$ cat config.mk
export PLATFORM = sky130hd
export DESIGN_NAME = clk_gen_multi_flat
export DESIGN_NICKNAME = d
export VERILOG_FILES = /design/src/rtl/clk_gen_multi_if.sv /design/src/rtl/clk_gen_multi.sv /design/src/flat_wrapper.sv
export SDC_FILE = /design/constraint.sdc
export NUM_CORES = 1
export LEC_CHECK = 0
export CAP_MARGIN = 20
export CELL_PAD_IN_SITES_DETAIL_PLACEMENT = 0
export CELL_PAD_IN_SITES_GLOBAL_PLACEMENT = 1
export CORE_UTILIZATION = 30
export DETAILED_ROUTE_END_ITERATION = 12
export PLACE_DENSITY_LB_ADDON = 0.1
export SKIP_CTS_REPAIR_TIMING = 1
export SYNTH_ARGS = -nofsm -noshare
export SYNTH_HDL_FRONTEND = slang
export SYNTH_SLANG_ARGS = --single-unit
$ cat constraint.sdc
create_clock -name clk_50M -period 2.88 [get_ports clk_50M]
set_input_delay 0.576 -clock clk_50M [delete_from_list [all_inputs] [get_ports clk_50M]]
set_output_delay 0.576 -clock clk_50M [all_outputs]
set_load 0.1 [all_outputs]
$ cat src/rtl/clk_gen_multi_if.sv
`default_nettype none
// ============================================================================
// Module      : clk_gen_multi_if
// Description : Control and status bundle for the multi-channel clock/tick
//               generator.
//               master : writes divisors, drives enables and sync clear, and
//                        observes the outputs.
//               slave  : the generator itself.
//   wr_en    : divisor write strobe
//   wr_ch    : target channel of a divisor write
//   wr_div   : new half-period divisor
//   ch_en    : per-channel enable (level)
//   sync_clr : restart all channels in phase
//   clk_out  : per-channel square outputs
//   tick     : per-channel 1-cycle pulse on each clk_out rising edge
//   pend     : per-channel "written divisor not yet applied"
// Revision    : 1.0 - initial release
// ============================================================================
interface clk_gen_multi_if #(
  parameter int N_CH  = 4,
  parameter int CH_W  = 2,
  parameter int CNT_W = 28
);
  logic             wr_en;
  logic [CH_W-1:0]  wr_ch;
  logic [CNT_W-1:0] wr_div;
  logic [N_CH-1:0]  ch_en;
  logic             sync_clr;
  logic [N_CH-1:0]  clk_out;
  logic [N_CH-1:0]  tick;
  logic [N_CH-1:0]  pend;

  modport master (
    output wr_en, wr_ch, wr_div, ch_en, sync_clr,
    input  clk_out, tick, pend
  );

  modport slave (
    input  wr_en, wr_ch, wr_div, ch_en, sync_clr,
    output clk_out, tick, pend
  );
endinterface
`default_nettype wire

$ cat src/rtl/clk_gen_multi.sv
`default_nettype none
// ============================================================================
// Module      : clk_gen_multi
// Description : Multi-channel programmable clock/tick generator. Each channel
//               produces a 50%-duty square wave with frequency
//               f = f_clk / (2*(div+1)) and a 1-cycle tick at every rising
//               edge. Divisors are written at run time and take effect only
//               at a full-period boundary (high->low toggle), on disable, or
//               on sync clear, so the outputs never glitch.
//   clk_50M : system clock
//   rst_n   : asynchronous, active-low reset
//   bus     : clk_gen_multi_if slave (write port, enables, sync clear,
//             clk_out / tick / pend outputs; all outputs registered)
// Revision    : 1.0 - initial release
// ============================================================================
module clk_gen_multi #(
  parameter int          N_CH    = 4,
  parameter int          CH_W    = 2,
  parameter int          CNT_W   = 28,
  parameter int unsigned DEF_DIV = 24_999_999
) (
  input  logic           clk_50M,
  input  logic           rst_n,
  clk_gen_multi_if.slave bus
);

  localparam logic [CNT_W-1:0] C_DEF_DIV = CNT_W'(DEF_DIV);

  logic [N_CH-1:0] w_clk_out;
  logic [N_CH-1:0] w_tick;
  logic [N_CH-1:0] w_pend;

  for (genvar i = 0; i < N_CH; i++) begin : g_ch
    localparam logic [CH_W-1:0] C_CH_IDX = CH_W'(i);

    logic [CNT_W-1:0] cnt_q,      cnt_d;
    logic [CNT_W-1:0] div_act_q,  div_act_d;
    logic [CNT_W-1:0] div_pend_q, div_pend_d;
    logic             clk_q,      clk_d;
    logic             tick_q,     tick_d;
    logic             pend_q,     pend_d;
    logic             w_wrap;
    logic             w_wr_hit;
    logic             w_apply;

    // Counter terminal value: cnt stops at div_act and wraps to 0, so even
    // the all-ones divisor never overflows the counter.
    assign w_wrap   = (cnt_q == div_act_q);
    // Channel indices beyond N_CH-1 match no channel, so such writes vanish.
    assign w_wr_hit = bus.wr_en && (bus.wr_ch == C_CH_IDX);

    always_comb begin
      cnt_d   = cnt_q;
      clk_d   = clk_q;
      tick_d  = 1'b0;
      w_apply = 1'b0;
      if (bus.sync_clr || !bus.ch_en[i]) begin
        // Stopped or restarted: phase is reset, so a pending divisor can be
        // applied right away without shortening any visible period.
        cnt_d   = '0;
        clk_d   = 1'b0;
        w_apply = pend_q;
      end else if (w_wrap) begin
        cnt_d   = '0;
        clk_d   = ~clk_q;
        tick_d  = ~clk_q;
        // Only the high->low toggle closes a full period.
        w_apply = pend_q && clk_q;
      end else begin
        cnt_d   = cnt_q + CNT_W'(1);
      end

      // A write coinciding with an apply: the active divisor takes the old
      // pending value and the new write stays pending.
      div_act_d  = w_apply  ? div_pend_q : div_act_q;
      div_pend_d = w_wr_hit ? bus.wr_div : div_pend_q;
      pend_d     = w_wr_hit | (pend_q & ~w_apply);
    end

    always_ff @(posedge clk_50M or negedge rst_n) begin
      if (!rst_n) begin
        cnt_q      <= '0;
        div_act_q  <= C_DEF_DIV;
        div_pend_q <= C_DEF_DIV;
        clk_q      <= 1'b0;
        tick_q     <= 1'b0;
        pend_q     <= 1'b0;
      end else begin
        cnt_q      <= cnt_d;
        div_act_q  <= div_act_d;
        div_pend_q <= div_pend_d;
        clk_q      <= clk_d;
        tick_q     <= tick_d;
        pend_q     <= pend_d;
      end
    end

    assign w_clk_out[i] = clk_q;
    assign w_tick[i]    = tick_q;
    assign w_pend[i]    = pend_q;
  end

  assign bus.clk_out = w_clk_out;
  assign bus.tick    = w_tick;
  assign bus.pend    = w_pend;

endmodule
`default_nettype wire
$ cat src/flat_wrapper.sv
// flat-port wrapper written by rule: the top's interface ports become plain ports
module clk_gen_multi_flat 
#(
  parameter int          N_CH    = 4,
  parameter int          CH_W    = 2,
  parameter int          CNT_W   = 28,
  parameter int unsigned DEF_DIV = 24_999_999
)
  (clk_50M, rst_n, bus_wr_en, bus_wr_ch, bus_wr_div, bus_ch_en, bus_sync_clr, bus_clk_out, bus_tick, bus_pend);
  clk_gen_multi_if #(.N_CH(N_CH), .CH_W(CH_W), .CNT_W(CNT_W)) bus_i ();
  input  logic clk_50M;
  input  logic rst_n;
  input wire logic [$bits(bus_i.wr_en)-1:0] bus_wr_en;
  input wire logic [$bits(bus_i.wr_ch)-1:0] bus_wr_ch;
  input wire logic [$bits(bus_i.wr_div)-1:0] bus_wr_div;
  input wire logic [$bits(bus_i.ch_en)-1:0] bus_ch_en;
  input wire logic [$bits(bus_i.sync_clr)-1:0] bus_sync_clr;
  output wire logic [$bits(bus_i.clk_out)-1:0] bus_clk_out;
  output wire logic [$bits(bus_i.tick)-1:0] bus_tick;
  output wire logic [$bits(bus_i.pend)-1:0] bus_pend;
  assign bus_i.wr_en = bus_wr_en;
  assign bus_i.wr_ch = bus_wr_ch;
  assign bus_i.wr_div = bus_wr_div;
  assign bus_i.ch_en = bus_ch_en;
  assign bus_i.sync_clr = bus_sync_clr;
  assign bus_clk_out = bus_i.clk_out;
  assign bus_tick = bus_i.tick;
  assign bus_pend = bus_i.pend;
  clk_gen_multi #(.N_CH(N_CH), .CH_W(CH_W), .CNT_W(CNT_W), .DEF_DIV(DEF_DIV)) u_core (.clk_50M(clk_50M), .rst_n(rst_n), .bus(bus_i));
endmodule
==> flow_summary_export.csv, run 1 <==
group,metric,value,unit
run_status,status,"finished clean",
detailed_routing,routed_wl,40.5,mm
clock_network,cts_buffers,42,
die,coreArea,51700,um2
synthesis,ys_types,43,
global_route,first_global_vias,10100,
die,std_cell_rows,83,
clock_network,cts.sinks,348,
die,io_pins,50,
cells_and_area,drive_gt1_share,35.9,%
worst_setup_path,worst-path-buf-inv,1,
synthesis,ys_top_cells_by_area,"dfrtp_1, dfstp_2, mux2_2",
synthesis,synth_edf_count,0,
timing,fin_crit_sh,85.0,%
die,initial_utilization,30.6,%
power_and_ir_drop,ir_drop,347,uV
die,dieArea,53700,um2
timing,setup_viol,0,
detailed_routing,drc,0,
die,die_x,232,um
cells_and_area,fillers,5167,
die,die_h,232,um
worst_setup_path,critical_path_class,"flip-flop to flip-flop",
clock_network,clockBufferDepth,3,
worst_setup_path,cp_max_fo,29,
worst_setup_path,cpPeakStageDelay,0.55,ns
global_route,antenna_found_initial,5,
worst_setup_path,cp.required,3.32,ns
clock_network,htree_levels,2,
worst_setup_path,critical_path.top_delay_family,"simple AND/OR/NAND/NOR gates",
power_and_ir_drop,p_leak,7.19,nW
cells_and_area,multi_input_area,6480,um2
place,dp_hpwl,26.9,mm
detailed_routing,first_pass_iters,4,
synthesis,synth_area_leader_cell,"dfrtp_1",
hold_path,worstHoldPathType,"flip-flop to flip-flop",
worst_setup_path,arrival,2.89,ns
place,place_area,17100,um2
detailed_routing,drtAntennaViolNets,0,
flow_run,drv_cap,0,
global_route,grt_start_max_net_pins,65,
worst_setup_path,startpoint_type,"flip-flop",
global_route,grt_overflow,0,
cells_and_area,fin_nets,1355,
timing,tightestPinTransition,0.650,ns
clock_network,clk_latency,0.56,ns
synthesis,synth_cells,1253,
synthesis,synth_flop_cell,"dfrtp_1",
timing,post-route-min-period,2.45,ns
clock_network,clk_pin_slew,0.06,ns
global_route,grt_usage,15.8,%
synthesis,synth_top_cell_area_share,33.5,%
timing,fin_skew,0.0109,ns
detailed_routing,num_vias,9415,
synthesis,synth_warnings,0,
worst_setup_path,cp_cell_sequence,"xnor2_1, nand4_1, nor4_2, a32o_1, buf_12, mux2_2",
timing,setup-tns-final,0,ns
detailed_routing,viasPerCell,4.64,
power_and_ir_drop,power_density,837,nW/um2
detailed_routing,routedWlPerCell,20.0,um
cells_and_area,fin_area,18500,um2
synthesis,syn-cell-area,15800,um2
synthesis,syn_area_per_cell,12.6,um2
detailed_routing,drt_iter0_markers,420,
timing,finalHoldViolCount,0,
synthesis,synth_seq_cells,348,
place,dp_cells,1948,
cells_and_area,area_growth,17.2,%
place,io_buffers,49,
cells_and_area,seq_area,8880,um2
timing,slew_headroom,56.7,%
power_and_ir_drop,finalPower,0.0155,W
timing,rsz0062_at_grt,"false",
clock_network,cts-root-buf,"clkbuf_16",
synthesis,async_flop_share,100,%
synthesis,yosysSeqAreaShare,56.1,%
worst_setup_path,slowest_stage,"nor4_2",
synthesis,synth.net_count,1295,
global_route,grt_pass1_wl,63.4,mm
timing,holdWs,0.486,ns
timing,slew_violations,0,
place,gp_congestion,0.746,
worst_setup_path,cp-end-kind,"flip-flop",
cells_and_area,instances_no_fill,2029,
clock_network,cts_tree,"yes",
timing,fmax,409,MHz
-- kinds of logic (layout without fill, tap and decap cells) --
family | count (synthesis) | after routing | share of synthesized area, %
compound gates | 34 | 34 | 1.49
xor+xnor | 209 | 209 | 11.6
fa+ha+maj | 4 | 4 | 0.316
buf+inv | 88 | 182 | 2.97
flops | 348 | 348 | 56.1
mux | 224 | 224 | 15.9
other cells | 0 | 2 | 0
simple gates | 346 | 346 | 11.6
-- metrics by stage --
stage	setup WS [ns]	util [%]
after global placement	0.375	33.1
final	0.433	35.9
after detailed placement	0.363	33.1
after global routing	0.283	35.8
after CTS	0.418	35.8
after floorplan	0.759	-
-- synthesized netlist by cell type, types with 5 or more instances --
| cell type | n |
|---|---|
| dfrtp_1 | 212 |
| mux2_2 | 211 |
| xnor2_1 | 143 |
| dfstp_2 | 136 |
| nor2_1 | 124 |
| xor2_1 | 66 |
| nand4_1 | 61 |
| nand3_1 | 39 |
| nand2_1 | 30 |
| inv_1 | 28 |
| buf_2 | 21 |
| nor3_1 | 19 |
| and3_1 | 16 |
| buf_4 | 16 |
| clkbuf_1 | 14 |
| mux2_1 | 13 |
| a21oi_1 | 11 |
| nor4_1 | 11 |
| a31o_2 | 10 |
| and4_1 | 10 |
| buf_6 | 7 |
| o21ai_0 | 7 |
| nor4_2 | 6 |
| or3_1 | 6 |
| and2_1 | 5 |
-- final cells by class --
class,instances,share of cell area [%]
Clock buffer,65,7.07
Tap cell,680,4.59
Multi-Input combinational cell,817,34.9
Inverter,28,0.567
Antenna cell,2,0.0270
Clock inverter,13,0.621
Sequential cell,348,47.9
Timing Repair Buffer,76,4.29
-- state kept, by name, summed over array words and instances, names as in the netlist --
register,cells
u_core.g_ch.cnt_q,112
u_core.g_ch.clk_q,4
u_core.g_ch.tick_q,4
u_core.g_ch.div_pend_q,112
u_core.g_ch.div_act_q,112
u_core.g_ch.pend_q,4
-- per-layer routing --
layer | GRT usage (%) | part of all wire (%) | up-vias
met5 | 0 | 0 | -
met2 | 26.2 | 48 | 134
met1 | 21.4 | 46 | 4775
met4 | 4.93 | 2.1 | 0
li1 | - | - | 4451
met3 | 2.18 | 3.6 | 55
-- layout by cell type (no fill, tap or decap), types with 13 or more instances in the layout --
cell,synthesis,final
inv_1,28,28
nor3_1,19,19
xor2_1,66,66
dfstp_2,136,136
clkdlybuf4s50_1,0,36
clkbuf_16,0,45
xnor2_1,143,143
buf_4,16,28
nand4_1,61,61
mux2_1,13,13
dfrtp_1,212,212
and3_1,16,16
mux2_2,211,211
nand3_1,39,39
nand2_1,30,30
nor2_1,124,124
-- worst paths after layout --
check / from / end / slack (ns) / cells after the start
max: u_core.g_ch[3].cnt_q[13]$_DFF_PN0_ / u_core.g_ch[3].div_act_q[10]$_DFFE_PN0P_ / 0.43 / 6
min: u_core.g_ch[3].clk_q$_DFFE_PN0P_ / u_core.g_ch[3].tick_q$_DFF_PN0_ / 0.49 / 1
max reg2reg: u_core.g_ch[3].cnt_q[13]$_DFF_PN0_ / u_core.g_ch[3].div_act_q[10]$_DFFE_PN0P_ / 0.43 / 6
min reg2reg: u_core.g_ch[3].clk_q$_DFFE_PN0P_ / u_core.g_ch[3].tick_q$_DFF_PN0_ / 0.49 / 1
max in group asynchronous: rst_n / u_core.g_ch[2].div_act_q[21]$_DFFE_PN1P_ / 1.50 / 3
min in group asynchronous: rst_n / u_core.g_ch[3].cnt_q[19]$_DFF_PN0_ / 0.55 / 2
-- power by group --
part           total, W  internal, W  switching (W)
sequential      0.00732      0.00650       0.000816
combinational   0.00276      0.00158        0.00118
clock           0.00543      0.00330        0.00213
No activity file was read; power rests on OpenSTA's default activity.
==> run 2: changes to the inputs <==
==> constraint.sdc (replaced) <==
create_clock -name clk_50M -period 2 [get_ports clk_50M]
set_input_delay 0.4 -clock clk_50M [delete_from_list [all_inputs] [get_ports clk_50M]]
set_output_delay 0.4 -clock clk_50M [all_outputs]
set_load 0.1 [all_outputs]
==> flow_summary_export.csv, run 2 (synthesis gave the netlist of run 1 again) <==
group,metric,value,unit
run_status,status,"complete, but fails checks",
run_status,violations,"negative setup slack",
worst_setup_path,endpoint,"u_core.g_ch[3].div_act_q[7]$_DFFE_PN0P_",
die,coreArea,51700,um2
detailed_routing,drtAntennaViolNets,0,
worst_setup_path,r2r-end,"u_core.g_ch[3].div_act_q[7]$_DFFE_PN0P_",
cells_and_area,fillers,4926,
clock_network,htree_levels,2,
timing,setup_ws,-0.211,ns
worst_setup_path,startpoint_type,"flip-flop",
worst_setup_path,cp_max_fo,6,
die,initial_utilization,30.6,%
die,die_x,232,um
place,dp_hpwl,28.9,mm
cells_and_area,mostFrequentLayoutCell,"dfrtp_1",
worst_setup_path,arrival,2.65,ns
clock_network,cts.sinks,348,
worst_setup_path,cp-end-kind,"flip-flop",
worst_setup_path,critPathLaunch,"u_core.g_ch[3].div_act_q[0]$_DFFE_PN1P_",
global_route,first_global_vias,10300,
die,std_cell_rows,83,
cells_and_area,fin_nets,1518,
place,gp_congestion,0.736,
power_and_ir_drop,p_leak,8.65,nW
die,die_h,232,um
timing,fmax,452,MHz
detailed_routing,routed_wl,43.7,mm
worst_setup_path,rr_startpoint,"u_core.g_ch[3].div_act_q[0]$_DFFE_PN1P_",
global_route,antenna_found_initial,1,
worst_setup_path,critical_path_class,"flip-flop to flip-flop",
worst_setup_path,rr_worst_depth,7,
clock_network,clk_pin_slew,0.06,ns
power_and_ir_drop,pwr-share-clk,34.1,%
detailed_routing,drc,0,
cells_and_area,mostFrequentLayoutCells,"dfrtp_1, buf_4, dfstp_2",
power_and_ir_drop,p_switching,0.00643,W
global_route,grt_start_max_net_pins,56,
power_and_ir_drop,ir_drop,579,uV
clock_network,clockBufferDepth,3,
cells_and_area,drive_gt1_share,46.8,%
place,place_area,18500,um2
power_and_ir_drop,swShare,26.3,%
detailed_routing,drt_iter0_markers,468,
clock_network,clk_latency,0.56,ns
hold_path,worstHoldPathType,"primary input to asynchronous set/reset pin",
die,io_pins,50,
timing,slew_headroom,55.3,%
timing,setup-tns-final,-12.79,ns
timing,setup_viol,127,
die,dieArea,53700,um2
detailed_routing,num_vias,9987,
clock_network,cts-root-buf,"clkbuf_16",
global_route,grt_usage,16.1,%
cells_and_area,multi_input_area,7190,um2
power_and_ir_drop,comb_power_share,22.2,%
timing,fin_skew,0.0123,ns
flow_run,drv_cap,0,
place,io_buffers,49,
timing,rsz0062_at_grt,"true",
power_and_ir_drop,pwr-share-seq,43.7,%
detailed_routing,routedWlPerCell,19.9,um
worst_setup_path,cp.required,2.44,ns
global_route,grt_overflow,0,
cells_and_area,reg.largest.list,"u_core.g_ch.cnt_q x112, u_core.g_ch.div_act_q x112, u_core.g_ch.div_pend_q x112",
power_and_ir_drop,power_density,1170,nW/um2
cells_and_area,fin_area,21000,um2
cells_and_area,instances_no_fill,2194,
worst_setup_path,reg2reg_slack,-0.21,ns
timing,tightestPinTransition,0.668,ns
clock_network,cts_tree,"yes",
timing,slew_violations,0,
clock_network,cts_buffers,43,
place,dp_cells,2093,
cells_and_area,area_growth,32.6,%
power_and_ir_drop,p_int,0.0181,W
cells_and_area,seq_area,8880,um2
timing,fin_crit_sh,111,%
timing,post-route-min-period,2.21,ns
global_route,grt_pass1_wl,64.9,mm
timing,finalHoldViolCount,0,
detailed_routing,first_pass_iters,4,
detailed_routing,viasPerCell,4.55,
## run 2: cell count changes in the layout (fill, tap and decap cells not counted), sizes merged
cell / previous run / this run
clkinvlp: 0 / 1
bufinv: 2 / 7
clkinv: 11 / 9
clkbuf: 65 / 71
buf: 39 / 192
diode: 2 / 4
## run 2: routing by layer
metal	vias up	track usage (%)	share of wire (%)
met5	-	0	0
met3	59	2.19	2.9
met2	99	24.6	45
met1	5029	23.4	50
met4	0	5.26	2.2
li1	4800	-	-
## run 2: how the worst min path moves through the flow
stage,depth (start not counted),slack (ns),to
6_report,2,0.39,u_core.g_ch[3].cnt_q[6]$_DFF_PN0_
5_1_grt,2,0.42,u_core.g_ch[3].cnt_q[6]$_DFF_PN0_
4_1_cts,1,-0.19,u_core.g_ch[3].cnt_q[6]$_DFF_PN0_
3_5_place_dp,1,0.42,u_core.g_ch[3].cnt_q[6]$_DFF_PN0_
3_3_place_gp,1,0.40,u_core.g_ch[3].cnt_q[6]$_DFF_PN0_
2_1_floorplan,0,0.10,u_core.g_ch[0].clk_q$_DFFE_PN0P_
## run 2: area by class of cell
| cell class | count | share of cell area (%) |
|---|---|---|
| clock buffer | 62 | 5.96 |
| clock inverter | 17 | 1.25 |
| multi-input combinational | 817 | 34.3 |
| timing repair buffer | 238 | 11.6 |
| inverter | 28 | 0.501 |
| tap | 680 | 4.05 |
| antenna | 4 | 0.0477 |
| sequential | 348 | 42.3 |
## run 2: worst max-delay path: stages, from the launching register on
cell       delay, ns
dfstp_2         0.56
xnor2_2         0.12
nand4_1         0.20
nor4_4          0.36
a32o_2          0.25
buf_12          0.14
clkbuf_16       0.16
mux2_4          0.29
## run 2: power by group through the flow
stage / clock [W] / sequential (W) / combinational (W)
5_1_grt: 0.00889 / 0.0109 / 0.00584
6_report: 0.00835 / 0.0107 / 0.00543
3_3_place_gp: 0 / 0.0107 / 0.00441
4_1_cts: 0.00863 / 0.0106 / 0.00450
3_5_place_dp: 0 / 0.0107 / 0.00448
2_1_floorplan: 0 / 0.0102 / 0.00337
## run 2: through the flow
step                setup slack [ns]  hold WS [ns]  util, %  total power [W]
floorplan                    -0.0413         0.104        -           0.0136
finish                        -0.211         0.388     40.6           0.0245
CTS                           -0.198        -0.190     38.6           0.0238
detailed placement            -0.191         0.425     35.7           0.0152
global route                  -0.260         0.416     40.6           0.0257
global placement              -0.164         0.403     35.7           0.0151
